## config.mk

```make
export PLATFORM = sky130hd
export DESIGN_NAME = fetch_unit
export DESIGN_NICKNAME = d
export VERILOG_FILES = /design/src/rtl/fetch_unit.sv
export SDC_FILE = /design/constraint.sdc
export NUM_CORES = 1
export LEC_CHECK = 0
export ABC_AREA = 1
export BUFFER_PORTS_ARGS = -buffer_cell sky130_fd_sc_hd__buf_4
export CAP_MARGIN = 20
export CELL_PAD_IN_SITES_DETAIL_PLACEMENT = 1
export CELL_PAD_IN_SITES_GLOBAL_PLACEMENT = 1
export CORE_MARGIN = 3
export CORE_UTILIZATION = 35
export DETAILED_ROUTE_END_ITERATION = 16
export PLACE_DENSITY = 0.72
export SKIP_LAST_GASP = 1
export SLEW_MARGIN = 20
export SYNTH_ARGS = -nofsm -noshare
export SYNTH_HDL_FRONTEND = slang
export SYNTH_SLANG_ARGS = --single-unit
```

## constraint.sdc

```tcl
create_clock -name clk -period 7.9 [get_ports clk]
set_input_delay 1.975 -clock clk [delete_from_list [all_inputs] [get_ports clk]]
set_output_delay 1.975 -clock clk [all_outputs]
set_load 0.01 [all_outputs]
```

## src/rtl/fetch_unit.sv

```systemverilog
// Instruction-fetch stage: issues word fetches over a req/ack handshake,
// buffers returned words in a small FIFO and presents {ins, next_pc} to IF/ID.
//
//   state   | meaning
//   --------+------------------------------------------------------------
//   ISSUE   | no request pending; raise a new request if a slot is free
//   WAIT    | request issued, not yet acknowledged; hold req/addr
//   DISCARD | redirect hit a pending request; hold it, drop its data
module fetch_unit #(
    parameter logic [31:0] RESET_PC = 32'h0000_0000,
    parameter int          DEPTH    = 2
) (
    input  logic        clk,
    input  logic        reset_n,
    output logic        imem_req,
    output logic [31:0] imem_addr,
    input  logic        imem_ack,
    input  logic [31:0] imem_rdata,
    input  logic        stall,
    input  logic        redirect,
    input  logic [31:0] redirect_pc,
    output logic        out_valid,
    output logic [31:0] out_ins,
    output logic [31:0] out_next_pc,
    output logic [31:0] fetch_pc
);

    localparam int AW = (DEPTH > 1) ? $clog2(DEPTH) : 1;
    localparam int CW = AW + 1;

    typedef enum logic [1:0] {
        ISSUE   = 2'd0,
        WAIT    = 2'd1,
        DISCARD = 2'd2
    } state_t;

    state_t          state;
    logic [31:0]     ins_mem [DEPTH];
    logic [31:0]     npc_mem [DEPTH];
    logic [AW-1:0]   rd_ptr;
    logic [AW-1:0]   wr_ptr;
    logic [CW-1:0]   count;

    logic            pending;
    logic            push;
    logic            pop;
    logic [31:0]     pc_plus4;
    logic [31:0]     redirect_tgt;
    logic [31:0]     fetch_pc_nxt;
    logic [CW-1:0]   count_nxt;

    assign pending      = imem_req && !imem_ack;
    assign push         = imem_req && imem_ack && (state != DISCARD) && !redirect;
    assign pop          = out_valid && !stall && !redirect;
    assign pc_plus4     = fetch_pc + 32'd4;
    assign redirect_tgt = redirect_pc & ~32'd3;

    always_comb begin
        count_nxt    = count;
        fetch_pc_nxt = fetch_pc;
        if (redirect) begin
            count_nxt    = '0;
            fetch_pc_nxt = redirect_tgt;
        end else begin
            count_nxt = count + CW'(push) - CW'(pop);
            if (push) begin
                fetch_pc_nxt = pc_plus4;
            end
        end
    end

    always_ff @(posedge clk or negedge reset_n) begin
        if (!reset_n) begin
            state     <= ISSUE;
            fetch_pc  <= RESET_PC;
            imem_req  <= 1'b0;
            imem_addr <= RESET_PC;
            rd_ptr    <= '0;
            wr_ptr    <= '0;
            count     <= '0;
        end else begin
            fetch_pc <= fetch_pc_nxt;
            count    <= count_nxt;

            if (redirect) begin
                rd_ptr <= '0;
                wr_ptr <= '0;
            end else begin
                if (push) wr_ptr <= wr_ptr + AW'(1);
                if (pop)  rd_ptr <= rd_ptr + AW'(1);
            end

            // A pending request keeps req/addr untouched regardless of redirect.
            if (pending) begin
                if (redirect) begin
                    state <= DISCARD;
                end else if (state == ISSUE) begin
                    state <= WAIT;
                end
            end else begin
                state     <= ISSUE;
                imem_req  <= (count_nxt < CW'(DEPTH));
                imem_addr <= fetch_pc_nxt;
            end
        end
    end

    // Entry storage needs no reset; validity is tracked by count.
    always_ff @(posedge clk) begin
        if (push) begin
            ins_mem[wr_ptr] <= imem_rdata;
            npc_mem[wr_ptr] <= pc_plus4;
        end
    end

    assign out_valid   = (count != '0);
    assign out_ins     = out_valid ? ins_mem[rd_ptr] : 32'd0;
    assign out_next_pc = out_valid ? npc_mem[rd_ptr] : 32'd0;

endmodule

```

Word-level counts from Yosys, hierarchy flattened:

Memories as Yosys holds them, arrays and structs flattened.
Index checks and enable logic that the tools add are counted.

* memories: 2
* RAM bits: 128
* register bits: 71
* output and inout port bits: 130
* bits in latches: 0
* bits in read-only memories: 0
* input port bits: 69

Memory list
* ins_mem: words 2, bits a word 32, read ports 1, clocked after memory_dff 0, write ports 1, RTL line 38 `logic [31:0] ins_mem [DEPTH];`
* npc_mem: words 2, bits a word 32, read ports 1, clocked after memory_dff 0, write ports 1, RTL line 39 `logic [31:0] npc_mem [DEPTH];`

* bitwise operators: 0
* div/mod/pow operators: 0
* add/subtract/negate cells: 5
* equality and inequality tests: 2
* order comparisons: 1
* muxes and demuxes: 14
* shift operators: 0
* $mul: 0
* reductions and logical operators: 13

Operator list (count)
* 32-bit two-way mux: 4
* 32-bit by 3-bit adder with 32-bit output, second input constant: 1
* 2-bit two-way mux: 4
* 1-bit logical AND: 6
* 1-bit two-way mux: 6
* 2-bit nonzero test: 3
* 1-bit zero test: 3
* 3-bit by 2-bit != test with 1-bit output, second input constant: 1
* 1-bit adder, second input constant: 2
* 2-bit by 1-bit adder with 2-bit output: 1
* 2-bit zero test: 1
* 2-bit < comparator, second input constant: 1
* 2-bit != test, second input constant: 1
* 2-bit by 1-bit subtractor with 2-bit output: 1

Depth between registers and ports, before layout:

Gate-level depths: netlist (run 1).

* depth in word-level cells: 7
* gate-level depth with buffers: 12
* mapped depth without buffers: 12

Least setup slack after synthesis (run 1):

OpenSTA, ideal clock, no wires.

* path type: input to register
* start point: in redirect
* end point: mem ins_mem[0][0], enable pin
* required time: 7.413 ns
* path slack: 2.329 ns
* stages on the path: 4
* arrival: 5.084 ns
* path through: buf_2 > nor2_1 > inv_1 > nor2_1

* cells in the longest elaborated chain, start to end: 4

Ends and longest elaborated chain
* from (decl): RTL line 20 `input logic redirect,`
* 1-bit zero test: RTL line 53 `assign push = imem_req && imem_ack && (state != DISCARD) && !redirect;`
* 1-bit logical AND: RTL line 53
* 1-bit two-way mux: RTL line 110 `if (push) begin`
* 1-bit two-way mux (implied by the code): RTL line 111 `ins_mem[wr_ptr] <= imem_rdata;`
* to (decl): RTL line 38

No other way between the ends.

Final worst setup path (run 1):

* start point: reg count[1]
* end point: out out_next_pc[19]

* cells in the longest elaborated chain, start to end: 2

Ends and longest elaborated chain
* from (decl): RTL line 42 `logic [CW-1:0] count;`
* from (signal assigned): RTL line 83 `count <= count_nxt;`
* 2-bit nonzero test: RTL line 116 `assign out_valid = (count != '0);`
* 32-bit two-way mux: RTL line 118 `assign out_next_pc = out_valid ? npc_mem[rd_ptr] : 32'd0;`
* to (decl): RTL line 24 `output logic [31:0] out_next_pc,`

No other way between the ends.

==> impl_results.rst, run 1 <==
.. list-table::
   :header-rows: 1

   * - Metric
     - Value
   * - Main combinational cell family by area after synthesis
     - simple AND/OR/NAND/NOR gates
   * - Count of different cell masters after synthesis
     - 27
   * - Final-layout setup total negative slack
     - 0 ns
   * - # placed instances
     - 1371
   * - CTS clock-pin slew for the worst setup and hold paths
     - 0.07 ns
   * - Sequential cell area fraction in the yosys report
     - 0.6491
   * - Vias
     - 6540
   * - CTS root buf
     - clkbuf_16
   * - Setup-violating endpoint count in the final report
     - 0
   * - Worst setup EP type
     - primary output
   * - Proportion of register bits with asynchronous set or reset after synthesis
     - 0.3568
   * - Gp weighted congestion
     - 0.8560
   * - Final count of hold timing violations
     - 0
   * - Number of diodes
     - 0
   * - Transition at the pin with the smallest max-transition slack
     - 0.9545 ns
   * - Worst-case clock buffer depth
     - 2
   * - Number of flops mapped to enable cells by yosys
     - 128
   * - Wire length of the first global-routing pass
     - 37.50 mm
   * - Total power per unit cell area
     - 243.9 mW/mm²
   * - Hold path endpoint
     - imem_addr[29]
   * - Critical path required time
     - 5.93 ns
   * - Most common library cell in the layout ignoring fill and taps
     - nand2_1
   * - Peak ir drop on the vdd network
     - 0.1225 mV
   * - Reg-to-reg setup timing slack
     - 4.90 ns
   * - Min-delay worst type
     - reg2reg
   * - Wire length after detailed routing
     - 23.98 mm
   * - Post-Synthesis Cell Area
     - 0.008658 mm²
   * - RSZ-0062 raised after global routing
     - no
   * - Count of port buffers added during placement
     - 196
   * - Area share of the leading cell type in the synthesized netlist
     - 0.4439
   * - Overall Global Routing Usage
     - 0.1840
   * - Max Freq
     - 234.0 MHz
   * - Post-layout instance count excluding filler cells
     - 1403
   * - Maximum number of pins on one net before global-route repair
     - 72
   * - Post-route cell area
     - 0.01102 mm²
   * - Number of standard cells after synthesis
     - 886
   * - Drt first-iter violations
     - 357
   * - Mean Syn Cell Area
     - 9.772 µm²
   * - Static Leak
     - 5.002 nW
   * - Number of max-slew violations in the final report
     - 0
   * - Cells resized by post-CTS repair
     - 0
   * - Antenna-violating nets left
     - 0
   * - # hold bufs at CTS
     - 0
   * - Share of the synthesized area in compound gates (AO/OA/AOI/OAI)
     - 0.04942
   * - Commonest register cell after synthesis
     - edfxtp_1
   * - Final clock skew
     - 0.01276 ns
   * - Synth area leaders
     - edfxtp_1 44%, dfrtp_1 21%, nand2_1 18%, a21oi_1 3.8%, inv_1 2.4%
   * - Overall die width
     - 163.3 µm
   * - Commonest cells after routing, fill and taps aside
     - 404 x nand2_1, 204 x buf_4, 128 x edfxtp_1
   * - Core Area
     - 0.02389 mm²
   * - Number of filler instances in the final layout
     - 2740
   * - Vias in the first global route
     - 6923
   * - Xor/xnor share of the synthesized area
     - 0.02327
   * - Start-to-end type of the worst setup path
     - reg2out
   * - Grt ovf
     - 0
   * - 1st-pass router iterations
     - 4
   * - Number of synthesized register bits
     - 199
   * - Die area
     - 0.02666 mm²
   * - Reg-to-Reg Start
     - state[1]
   * - Share of synthesized cell area in full adder, half adder and majority cells
     - 0.004335
   * - Post CTS Setup Buffer Count
     - 0
   * - Clock sink total
     - 199
   * - Remaining max-slew budget at the tightest pin
     - 0.3637
   * - Worst EP arrival
     - 2.30 ns
   * - CTS tree
     - yes
   * - Placed wire-length estimate
     - 16.62 mm
   * - Launch point of the worst hold path
     - imem_addr[29]
   * - Via-to-Cell Ratio
     - 4.661
   * - Endpoint of the most critical register-to-register path
     - ins_mem[0][10]
   * - Launching element type of the critical path
     - flip-flop
   * - Final Hold Slack
     - 0.4869 ns
   * - Ratio of final minimum period to clock period
     - 0.5410
   * - MaxCap Viol Count
     - 0
   * - IO Count
     - 199
   * - Clk_lat worst skew
     - 0.43 ns
   * - Synthesis Warnings
     - 0
   * - Area grow syn2layout
     - 27.28%
   * - Portion of netlist area occupied by mux cells
     - 0
   * - Antenna violations before repair
     - 0
   * - Cell depth of the worst min-delay path
     - 2
   * - Result of the run
     - finished, final reports clean
   * - Row Count
     - 56
   * - Number of buffers created by CTS
     - 17
   * - H-tree depth
     - 4
   * - Post-synthesis share of cell area spent on and, or, nand and nor gates
     - 0.2292
   * - Cell count of the worst reg-to-reg path
     - 8
   * - Total placed instance area
     - 0.01045 mm²
   * - Worst-path fanout max
     - 44
   * - Count of unresolved DRC violations after routing
     - 0
   * - Post-layout min period
     - 4.274 ns
   * - Cell type with the largest total area after synthesis
     - edfxtp_1
   * - Share of cells above drive strength 1
     - 0.2463
   * - # nets final
     - 1143
   * - Vertical die dimension
     - 163.3 µm
   * - Starting density of the core
     - 0.3624
   * - DR WL/cell
     - 17.09 µm
   * - Synthesized netlist net count
     - 958
worst max-delay path by stage:
stage                  start              end  slack (ns)
floorplan           redirect    ins_mem[0][0]        2.33
global placement    redirect   ins_mem[0][29]        3.22
detailed placement  redirect   ins_mem[0][29]        3.16
CTS                   rd_ptr  out_next_pc[19]        3.55
global route          rd_ptr  out_next_pc[19]        3.46
finish              count[1]  out_next_pc[19]        3.63
cells in the mapped netlist (3+ instances only):
cell and count:
nand2_1 404, edfxtp_1 128, dfrtp_1 71, a21oi_1 66, inv_1 56, nor2_1 40, nand3_1 23, clkbuf_1 20
o21ai_0 15, buf_1 8, nand2_2 7, xor2_2 7, buf_2 6, xnor2_1 6, nor2_4 5, xor2_1 4
ha_1 3, nor2_8 3
sequential cells by signal, summed over array words and instances, names as in the netlist:
name / flops
npc_mem: 64
state: 2
fetch_pc: 32
imem_addr: 32
wr_ptr: 1
ins_mem: 64
count: 2
imem_req: 1
rd_ptr: 1
metrics by stage:
stage            util  worst slack [ns]  power, mW
6_report       0.4612             3.626      2.688
5_1_grt        0.4612             3.455      2.831
4_1_cts        0.4612             3.550      2.721
3_5_place_dp   0.4372             3.165      1.868
3_3_place_gp   0.4372             3.219      1.853
2_1_floorplan       -             2.329      1.558
worst max-delay path: stages, from the launching register on:
cell     delay (ns)
dfrtp_1        0.42
nor2_4         0.52
buf_4          0.56
a21oi_1        0.16
buf_4          0.19
final cells by class:
| class | count | area, µm² | share of cell area |
|---|---|---|---|
| clock buffers | 18 | 439.2 | 0.03985 |
| clock inverters | 14 | 136.4 | 0.01238 |
| inverters | 57 | 214.0 | 0.01941 |
| multi-input cells | 592 | 2679 | 0.2431 |
| flip-flops and latches | 199 | 5622 | 0.5101 |
| well taps | 319 | 399.1 | 0.03622 |
| repair buffers | 204 | 1531 | 0.1390 |
routing by layer:
layer / wire length, µm / vias up / track usage
met3: 1445 / 14 / 0.04362
met2: 11990 / 157 / 0.3213
met4: 212 / 0 / 0.04075
li1: - / 3203 / -
met1: 10330 / 3166 / 0.2330
met5: 0 / - / 0
cell families after synthesis:
| group | after synthesis |
|---|---|
| flip-flops | 199 |
| buffers and inverters | 95 |
| XOR/XNOR | 17 |
| AO/OA/AOI/OAI | 84 |
| adder cells (fa/ha/maj) | 3 |
| AND/OR/NAND/NOR | 488 |
report_power, final:
part	leakage (nW)	total [mW]	switching [mW]	internal (mW)
Clock	0.283	0.854	0.402	0.452
Combinational	2.66	0.570	0.345	0.225
Sequential	2.06	1.26	0.0603	1.20
Power figures use the tool's default switching activity.
==> inputs of run 2 (changes only) <==
--- a/config.mk
+++ b/config.mk
@@ -5,7 +5,7 @@
 export SDC_FILE = /design/constraint.sdc
 export NUM_CORES = 1
 export LEC_CHECK = 0
-export ABC_AREA = 1
+export ABC_AREA = 0
 export BUFFER_PORTS_ARGS = -buffer_cell sky130_fd_sc_hd__buf_4
 export CAP_MARGIN = 20
 export CELL_PAD_IN_SITES_DETAIL_PLACEMENT = 1
@@ -13,7 +13,7 @@
 export CORE_MARGIN = 3
 export CORE_UTILIZATION = 35
 export DETAILED_ROUTE_END_ITERATION = 16
-export PLACE_DENSITY = 0.72
+export PLACE_DENSITY = 0.71
 export SKIP_LAST_GASP = 1
 export SLEW_MARGIN = 20
 export SYNTH_ARGS = -nofsm -noshare
==> constraint.sdc (replaced) <==
create_clock -name clk -period 3.85 [get_ports clk]
set_input_delay 0.9625 -clock clk [delete_from_list [all_inputs] [get_ports clk]]
set_output_delay 0.9625 -clock clk [all_outputs]
set_load 0.01 [all_outputs]
==> run 2 against run 1 <==
Against the previous run:
- combinational power grew 98%
- final cell count fell by 14%
- register-to-register slack got worse by 3.5 ns
- core utilization down 0.49 points
- largest power group unchanged
==> impl_results.rst, run 2 <==
.. list-table::
   :header-rows: 1

   * - Metric
     - Value
   * - DR WL/cell
     - 19.95 µm
   * - Total placed instance area
     - 0.01066 mm²
   * - Antenna violations before repair
     - 1
   * - Proportion of register bits with asynchronous set or reset after synthesis
     - 0.3568
   * - Worst setup EP type
     - primary output
   * - MaxCap Viol Count
     - 0
   * - Synth area leaders
     - edfxtp_1 43%, dfrtp_1 20%, mux2i_1 7.8%, nor2_1 4.2%, mux2_2 2.8%
   * - Setup-violating endpoint count in the final report
     - 0
   * - Remaining max-slew budget at the tightest pin
     - 0.3684
   * - Result of the run
     - finished, final reports clean
   * - Most frequent cell after synthesis
     - edfxtp_1
   * - Met3 GRT Util
     - 0.04715
   * - Number of flops mapped to enable cells by yosys
     - 128
   * - Ratio of final minimum period to clock period
     - 0.8271
   * - Multi-input gate area in the final layout
     - 0.002988 mm²
   * - Area grow syn2layout
     - 26.84%
   * - Max Freq
     - 314.1 MHz
   * - Vertical die dimension
     - 165.0 µm
   * - Share of cells above drive strength 1
     - 0.3253
   * - Post CTS Setup Buffer Count
     - 0
   * - Post-route cell area
     - 0.01123 mm²
   * - Most Crowded Layer GR
     - met2
   * - Peak ir drop on the vdd network
     - 0.2634 mV
   * - Cell type with the largest total area after synthesis
     - edfxtp_1
   * - Vias in the first global route
     - 6369
   * - Sequential cell area
     - 0.005624 mm²
   * - Power share of the clock group
     - 0.314
   * - Crit path max-delay cell type
     - dfrtp_4
   * - Launching element type of the critical path
     - flip-flop
   * - Core Area
     - 0.02460 mm²
   * - CTS tree
     - yes
   * - Placed wire-length estimate
     - 16.50 mm
   * - Number of filler instances in the final layout
     - 2608
   * - Grt ovf
     - 0
   * - Number of buffers created by CTS
     - 17
   * - IO Count
     - 199
   * - Critical path required time
     - 2.89 ns
   * - Most common library cell in the layout ignoring fill and taps
     - buf_4
   * - Worst-path fanout max
     - 40
   * - Worst-case clock buffer depth
     - 2
   * - Antenna-violating nets left
     - 0
   * - Count of unresolved DRC violations after routing
     - 0
   * - Switching part of the total power
     - 0.2982
   * - Ordered list of cells on the worst path
     - buf_12 -> mux2i_1 -> nor2_1 -> buf_4
   * - Cell depth of the worst min-delay path
     - 2
   * - Count of port buffers added during placement
     - 196
   * - Area share of the leading cell type in the synthesized netlist
     - 0.4341
   * - Logic depth of the worst setup path including buffers
     - 4
   * - Registers with the most flip-flops
     - ins_mem x64, npc_mem x64
   * - Post-layout min period
     - 3.184 ns
   * - 1st-pass router iterations
     - 4
   * - Wire length after detailed routing
     - 23.96 mm
   * - Crit path max-delay family
     - flip-flops
   * - Synthesized netlist net count
     - 756
   * - CTS clock-pin slew for the worst setup and hold paths
     - 0.07 ns
   * - Final-layout setup total negative slack
     - 0 ns
   * - Final count of hold timing violations
     - 0
   * - M1 GR Usage
     - 0.2404
   * - Switching pwr
     - 1.637 mW
   * - Number of max-slew violations in the final report
     - 0
   * - Post-layout total power
     - 5.492 mW
   * - Global Route met2 Usage
     - 0.2937
   * - Drt first-iter violations
     - 298
   * - Clock sink total
     - 199
   * - Number of synthesized register bits
     - 199
   * - RSZ-0062 raised after global routing
     - no
   * - Most instantiated cells after synthesis
     - 128 x edfxtp_1, 98 x nor2_1, 71 x dfrtp_1
   * - Transition at the pin with the smallest max-transition slack
     - 0.9473 ns
   * - Maximum number of pins on one net before global-route repair
     - 72
   * - Start-to-end type of the worst setup path
     - reg2out
   * - Power share of the combinational group
     - 0.207
   * - Commonest register cell after synthesis
     - edfxtp_1
   * - Overall die width
     - 165.0 µm
   * - Via-to-Cell Ratio
     - 5.022
   * - Post-Synthesis Cell Area
     - 0.008853 mm²
   * - Gp weighted congestion
     - 0.7797
   * - CTS root buf
     - clkbuf_16
   * - Cells resized by post-CTS repair
     - 0
   * - Slowest stage delay, CP
     - 0.97 ns
   * - Row Count
     - 57
   * - Wire length of the first global-routing pass
     - 37.23 mm
   * - Vias
     - 6032
   * - Mean Syn Cell Area
     - 12.94 µm²
   * - Min-delay worst type
     - reg2reg
   * - Cell count of the worst reg-to-reg path
     - 6
   * - Commonest cells after routing, fill and taps aside
     - 206 x buf_4, 128 x edfxtp_1, 96 x nor2_1
   * - Overall Global Routing Usage
     - 0.1807
   * - Starting density of the core
     - 0.3598
   * - Total power per unit cell area
     - 489.1 mW/mm²
   * - Static Leak
     - 4.389 nW
   * - Clk_lat worst skew
     - 0.44 ns
   * - Number of buffer and inverter stages on the critical path
     - 2
   * - # hold bufs at CTS
     - 0
   * - # nets final
     - 935
   * - Util after Layout
     - 0.4564
   * - Proportion of power drawn by flip-flops and latches
     - 0.479
   * - Worst EP arrival
     - 2.22 ns
   * - Count of different cell masters after synthesis
     - 59
   * - Die area
     - 0.02724 mm²
   * - Synthesis Warnings
     - 0
   * - H-tree depth
     - 4
   * - Final clock skew
     - 0.01178 ns
   * - Number of standard cells after synthesis
     - 684
   * - Cell internal pwr
     - 3.854 mW
   * - Final Hold Slack
     - 0.5082 ns
   * - Sequential cell area fraction in the yosys report
     - 0.6348
[run 2: changes by cell type in the layout (fill, tap and decap cells not counted), sizes merged, moves of 6 or more]
cell,change
and4,+8
nor3,+12
nor4,+9
a21oi,-51
a31oi,+7
and3,+9
mux2i,+69
inv,-49
xnor2,+19
nor2b,+6
mux2,+22
nor2,+49
nand2,-373
nand4,+16
[run 2: routing by layer]
layer / vias up / routed length [µm]
met5: - / 13
met4: 2 / 252
met3: 20 / 1766
met2: 157 / 11550
met1: 3003 / 10380
li1: 2850 / -
[run 2: path summary, 6_finish.rpt]
path	startpoint	to	slack [ns]
max	rd_ptr	out_ins[16]	0.67
min	imem_addr[9]	imem_addr[9]	0.51
max reg2reg	fetch_pc[2]	imem_addr[24]	1.40
min reg2reg	imem_addr[9]	imem_addr[9]	0.51
max in group asynchronous	reset_n	rd_ptr	2.46
min in group asynchronous	reset_n	imem_addr[18]	0.65
[run 2: cells by family (layout without fill, tap and decap cells)]
logic type | after synthesis | count (layout) | share of synthesized area
AND/OR/NAND/NOR | 232 | 232 | 0.1375
flip-flops | 199 | 199 | 0.6348
multiplexers | 91 | 91 | 0.1060
AO/OA/AOI/OAI | 63 | 63 | 0.04989
buffers and inverters | 58 | 250 | 0.02996
XOR/XNOR | 38 | 38 | 0.03759
adder cells (fa/ha/maj) | 3 | 3 | 0.004240
other | 0 | 1 | 0
[run 2: final cells by class]
class,count,area share
multi-input cells,427,0.2661
well taps,324,0.03610
clock inverters,15,0.01281
inverters,9,0.003008
repair buffers,209,0.1431
diodes,1,0.0002228
flip-flops and latches,199,0.5008
clock buffers,17,0.03788
[run 2: per-stage QoR]
stage / std cells / worst slack (ns)
after CTS: 1200 / 0.6098
after floorplan: 684 / 0.05954
after global placement: 1168 / 0.9389
after global routing: 1200 / 0.5391
after detailed placement: 1168 / 0.9260
final: 1201 / 0.6658
[run 2: power by group through the flow]
stage	clock network [mW]	registers, mW	logic [mW]
after floorplan	0	2.64	0.587
final	1.73	2.63	1.13
after CTS	1.78	2.63	1.16
after global routing	1.87	2.66	1.25
after global placement	0	2.67	1.14
after detailed placement	0	2.68	1.16
[run 2: worst min-delay path: cells and delay by family (launching register included)]
family | cells | cell delay, ns
flops | 1 | 0.35
compound gates | 1 | 0.07
simple gates | 1 | 0.05
==> inputs of run 3 (changes only) <==
--- a/config.mk
+++ b/config.mk
@@ -5,7 +5,7 @@
 export SDC_FILE = /design/constraint.sdc
 export NUM_CORES = 1
 export LEC_CHECK = 0
-export ABC_AREA = 0
+export ABC_AREA = 1
 export BUFFER_PORTS_ARGS = -buffer_cell sky130_fd_sc_hd__buf_4
 export CAP_MARGIN = 20
 export CELL_PAD_IN_SITES_DETAIL_PLACEMENT = 1
@@ -13,7 +13,7 @@
 export CORE_MARGIN = 3
 export CORE_UTILIZATION = 35
 export DETAILED_ROUTE_END_ITERATION = 16
-export PLACE_DENSITY = 0.71
+export PLACE_DENSITY = 0.72
 export SKIP_LAST_GASP = 1
 export SLEW_MARGIN = 20
 export SYNTH_ARGS = -nofsm -noshare
==> constraint.sdc (replaced) <==
create_clock -name clk -period 3.1 [get_ports clk]
set_input_delay 0.775 -clock clk [delete_from_list [all_inputs] [get_ports clk]]
set_output_delay 0.775 -clock clk [all_outputs]
set_load 0.01 [all_outputs]
==> run 3 against run 2 <==
Against the previous run:
- register-to-register slack got worse by 0.41 ns
- wire length increased by 1.5%
- critical endpoint is now out_ins[12]
- core utilization increased by 0.79 points
==> impl_results.rst, run 3 (synthesis results as in run 1) <==
.. list-table::
   :header-rows: 1

   * - Metric
     - Value
   * - Result of the run
     - finished, final reports clean
   * - Registers with the most flip-flops
     - ins_mem x64, npc_mem x64
   * - DR WL/cell
     - 17.24 µm
   * - Post-layout min period
     - 2.674 ns
   * - Grt ovf
     - 0
   * - CTS tree
     - yes
   * - Most common library cell in the layout ignoring fill and taps
     - nand2_1
   * - Share of cells above drive strength 1
     - 0.2511
   * - # nets final
     - 1150
   * - Min-delay worst type
     - in2async
   * - Setup-violating endpoint count in the final report
     - 0
   * - Transition at the pin with the smallest max-transition slack
     - 0.5723 ns
   * - Final clock skew
     - 0.01892 ns
   * - Vertical die dimension
     - 163.3 µm
   * - Overall Global Routing Usage
     - 0.1858
   * - # hold bufs at CTS
     - 0
   * - # placed instances
     - 1378
   * - Total power per unit cell area
     - 615.5 mW/mm²
   * - Maximum number of pins on one net before global-route repair
     - 72
   * - Count of unresolved DRC violations after routing
     - 0
   * - Total placed instance area
     - 0.01054 mm²
   * - Sequential cell area
     - 0.005622 mm²
   * - RSZ-0062 raised after global routing
     - no
   * - Clock sink total
     - 199
   * - Antenna violations before repair
     - 0
   * - H-tree depth
     - 4
   * - Core Area
     - 0.02389 mm²
   * - Count of port buffers added during placement
     - 196
   * - Wire length after detailed routing
     - 24.31 mm
   * - Number of diodes
     - 0
   * - 1st-pass router iterations
     - 4
   * - Ordered list of cells on the worst path
     - inv_2 -> buf_4 -> nand2_1 -> a21oi_1 -> buf_4
   * - Number of filler instances in the final layout
     - 2729
   * - Worst-path fanout max
     - 24
   * - Peak ir drop on the vdd network
     - 0.3315 mV
   * - Placed wire-length estimate
     - 16.94 mm
   * - Worst-case clock buffer depth
     - 2
   * - Launching element type of the critical path
     - flip-flop
   * - Commonest cells after routing, fill and taps aside
     - 404 x nand2_1, 208 x buf_4, 128 x edfxtp_1
   * - MaxCap Viol Count
     - 0
   * - Area grow syn2layout
     - 28.14%
   * - Antenna-violating nets left
     - 0
   * - Vias
     - 6638
   * - Number of max-slew violations in the final report
     - 0
   * - Starting density of the core
     - 0.3624
   * - Post-layout instance count excluding filler cells
     - 1410
   * - Worst setup EP type
     - primary output
   * - Post-route cell area
     - 0.01109 mm²
   * - Critical path required time
     - 2.32 ns
   * - Critical path's most frequent cell
     - buf_4
   * - CTS root buf
     - clkbuf_16
   * - Via-to-Cell Ratio
     - 4.708
   * - CTS clock-pin slew for the worst setup and hold paths
     - 0.07 ns
   * - Slowest stage delay, CP
     - 0.43 ns
   * - Post CTS Setup Buffer Count
     - 0
   * - Static Leak
     - 5.042 nW
   * - IO Count
     - 199
   * - Die area
     - 0.02666 mm²
   * - Multi-input gate area in the final layout
     - 0.002679 mm²
   * - Number of buffer and inverter stages on the critical path
     - 3
   * - Remaining max-slew budget at the tightest pin
     - 0.6181
   * - Number of buffers created by CTS
     - 17
   * - Final count of hold timing violations
     - 0
   * - Clk_lat worst skew
     - 0.43 ns
   * - Crit path max-delay family
     - buffers and inverters
   * - Max Freq
     - 374.0 MHz
   * - Overall die width
     - 163.3 µm
   * - Crit path max-delay cell type
     - dfrtp_2
   * - Drt first-iter violations
     - 386
   * - Start-to-end type of the worst setup path
     - reg2out
   * - Wire length of the first global-routing pass
     - 38.07 mm
   * - Vias in the first global route
     - 6987
   * - Cells resized by post-CTS repair
     - 0
   * - Worst EP arrival
     - 1.90 ns
   * - Gp weighted congestion
     - 0.8512
   * - Ratio of final minimum period to clock period
     - 0.8626
   * - Row Count
     - 56
[run 3: final cells by class]
class / instances / share of cell area
clock buffer: 17 / 0.03834
clock inverter: 15 / 0.01207
inverter: 57 / 0.01928
multi-input combinational: 592 / 0.2415
sequential: 199 / 0.5067
tap: 319 / 0.03598
timing repair buffer: 211 / 0.1462
[run 3: worst register-to-register path: stages, from the launching register on]
cell     delay (ns)
dfrtp_1        0.43
nor2_4         0.12
buf_4          0.34
nor2_1         0.08
inv_1          0.10
nor2_1         0.05
ha_1           0.29
inv_1          0.04
ha_1           0.18
xor2_1         0.16
nor2_1         0.15
nand2_1        0.07
[run 3: worst paths after layout]
kind	start	endpoint	slack [ns]	cells past startpoint
setup / recovery	rd_ptr	out_ins[12]	0.43	5
hold / removal	reset_n	imem_addr[30]	0.34	2
setup reg to reg	count[1]	imem_req	0.99	11
hold reg to reg	imem_addr[27]	imem_addr[27]	0.48	2
max in group asynchronous	reset_n	rd_ptr	2.37	2
min in group clk	imem_addr[27]	imem_addr[27]	0.48	2
[run 3: where the power goes]
part | total, mW | switching, mW | internal, mW | leakage, nW
logic | 1.48 | 0.890 | 0.595 | 2.71
clock network | 2.12 | 1.06 | 1.06 | 0.279
registers | 3.22 | 0.157 | 3.07 | 2.06
[run 3: layer usage]
| layer | routed length, µm | global-route usage |
|---|---|---|
| met4 | 338 | 0.04575 |
| met1 | 10800 | 0.2440 |
| met3 | 1047 | 0.03601 |
| met2 | 12120 | 0.3185 |
| met5 | 0 | 0 |
[run 3: through the flow]
| stage | worst slack, ns | hold WS [ns] | total power, mW | TNS (ns) | utilization |
|---|---|---|---|---|---|
| final | 0.4259 | 0.3433 | 6.829 | 0 | 0.4643 |
| after global routing | 0.2702 | 0.3628 | 7.192 | 0 | 0.4643 |
| after CTS | 0.3867 | 0.3748 | 6.931 | 0 | 0.4643 |
| after detailed placement | 0.7002 | 0.4666 | 4.789 | 0 | 0.4409 |
| after global placement | 0.7414 | 0.4669 | 4.751 | 0 | 0.4409 |
| after floorplan | -0.2013 | 0.4649 | 3.968 | -25.00 | - |
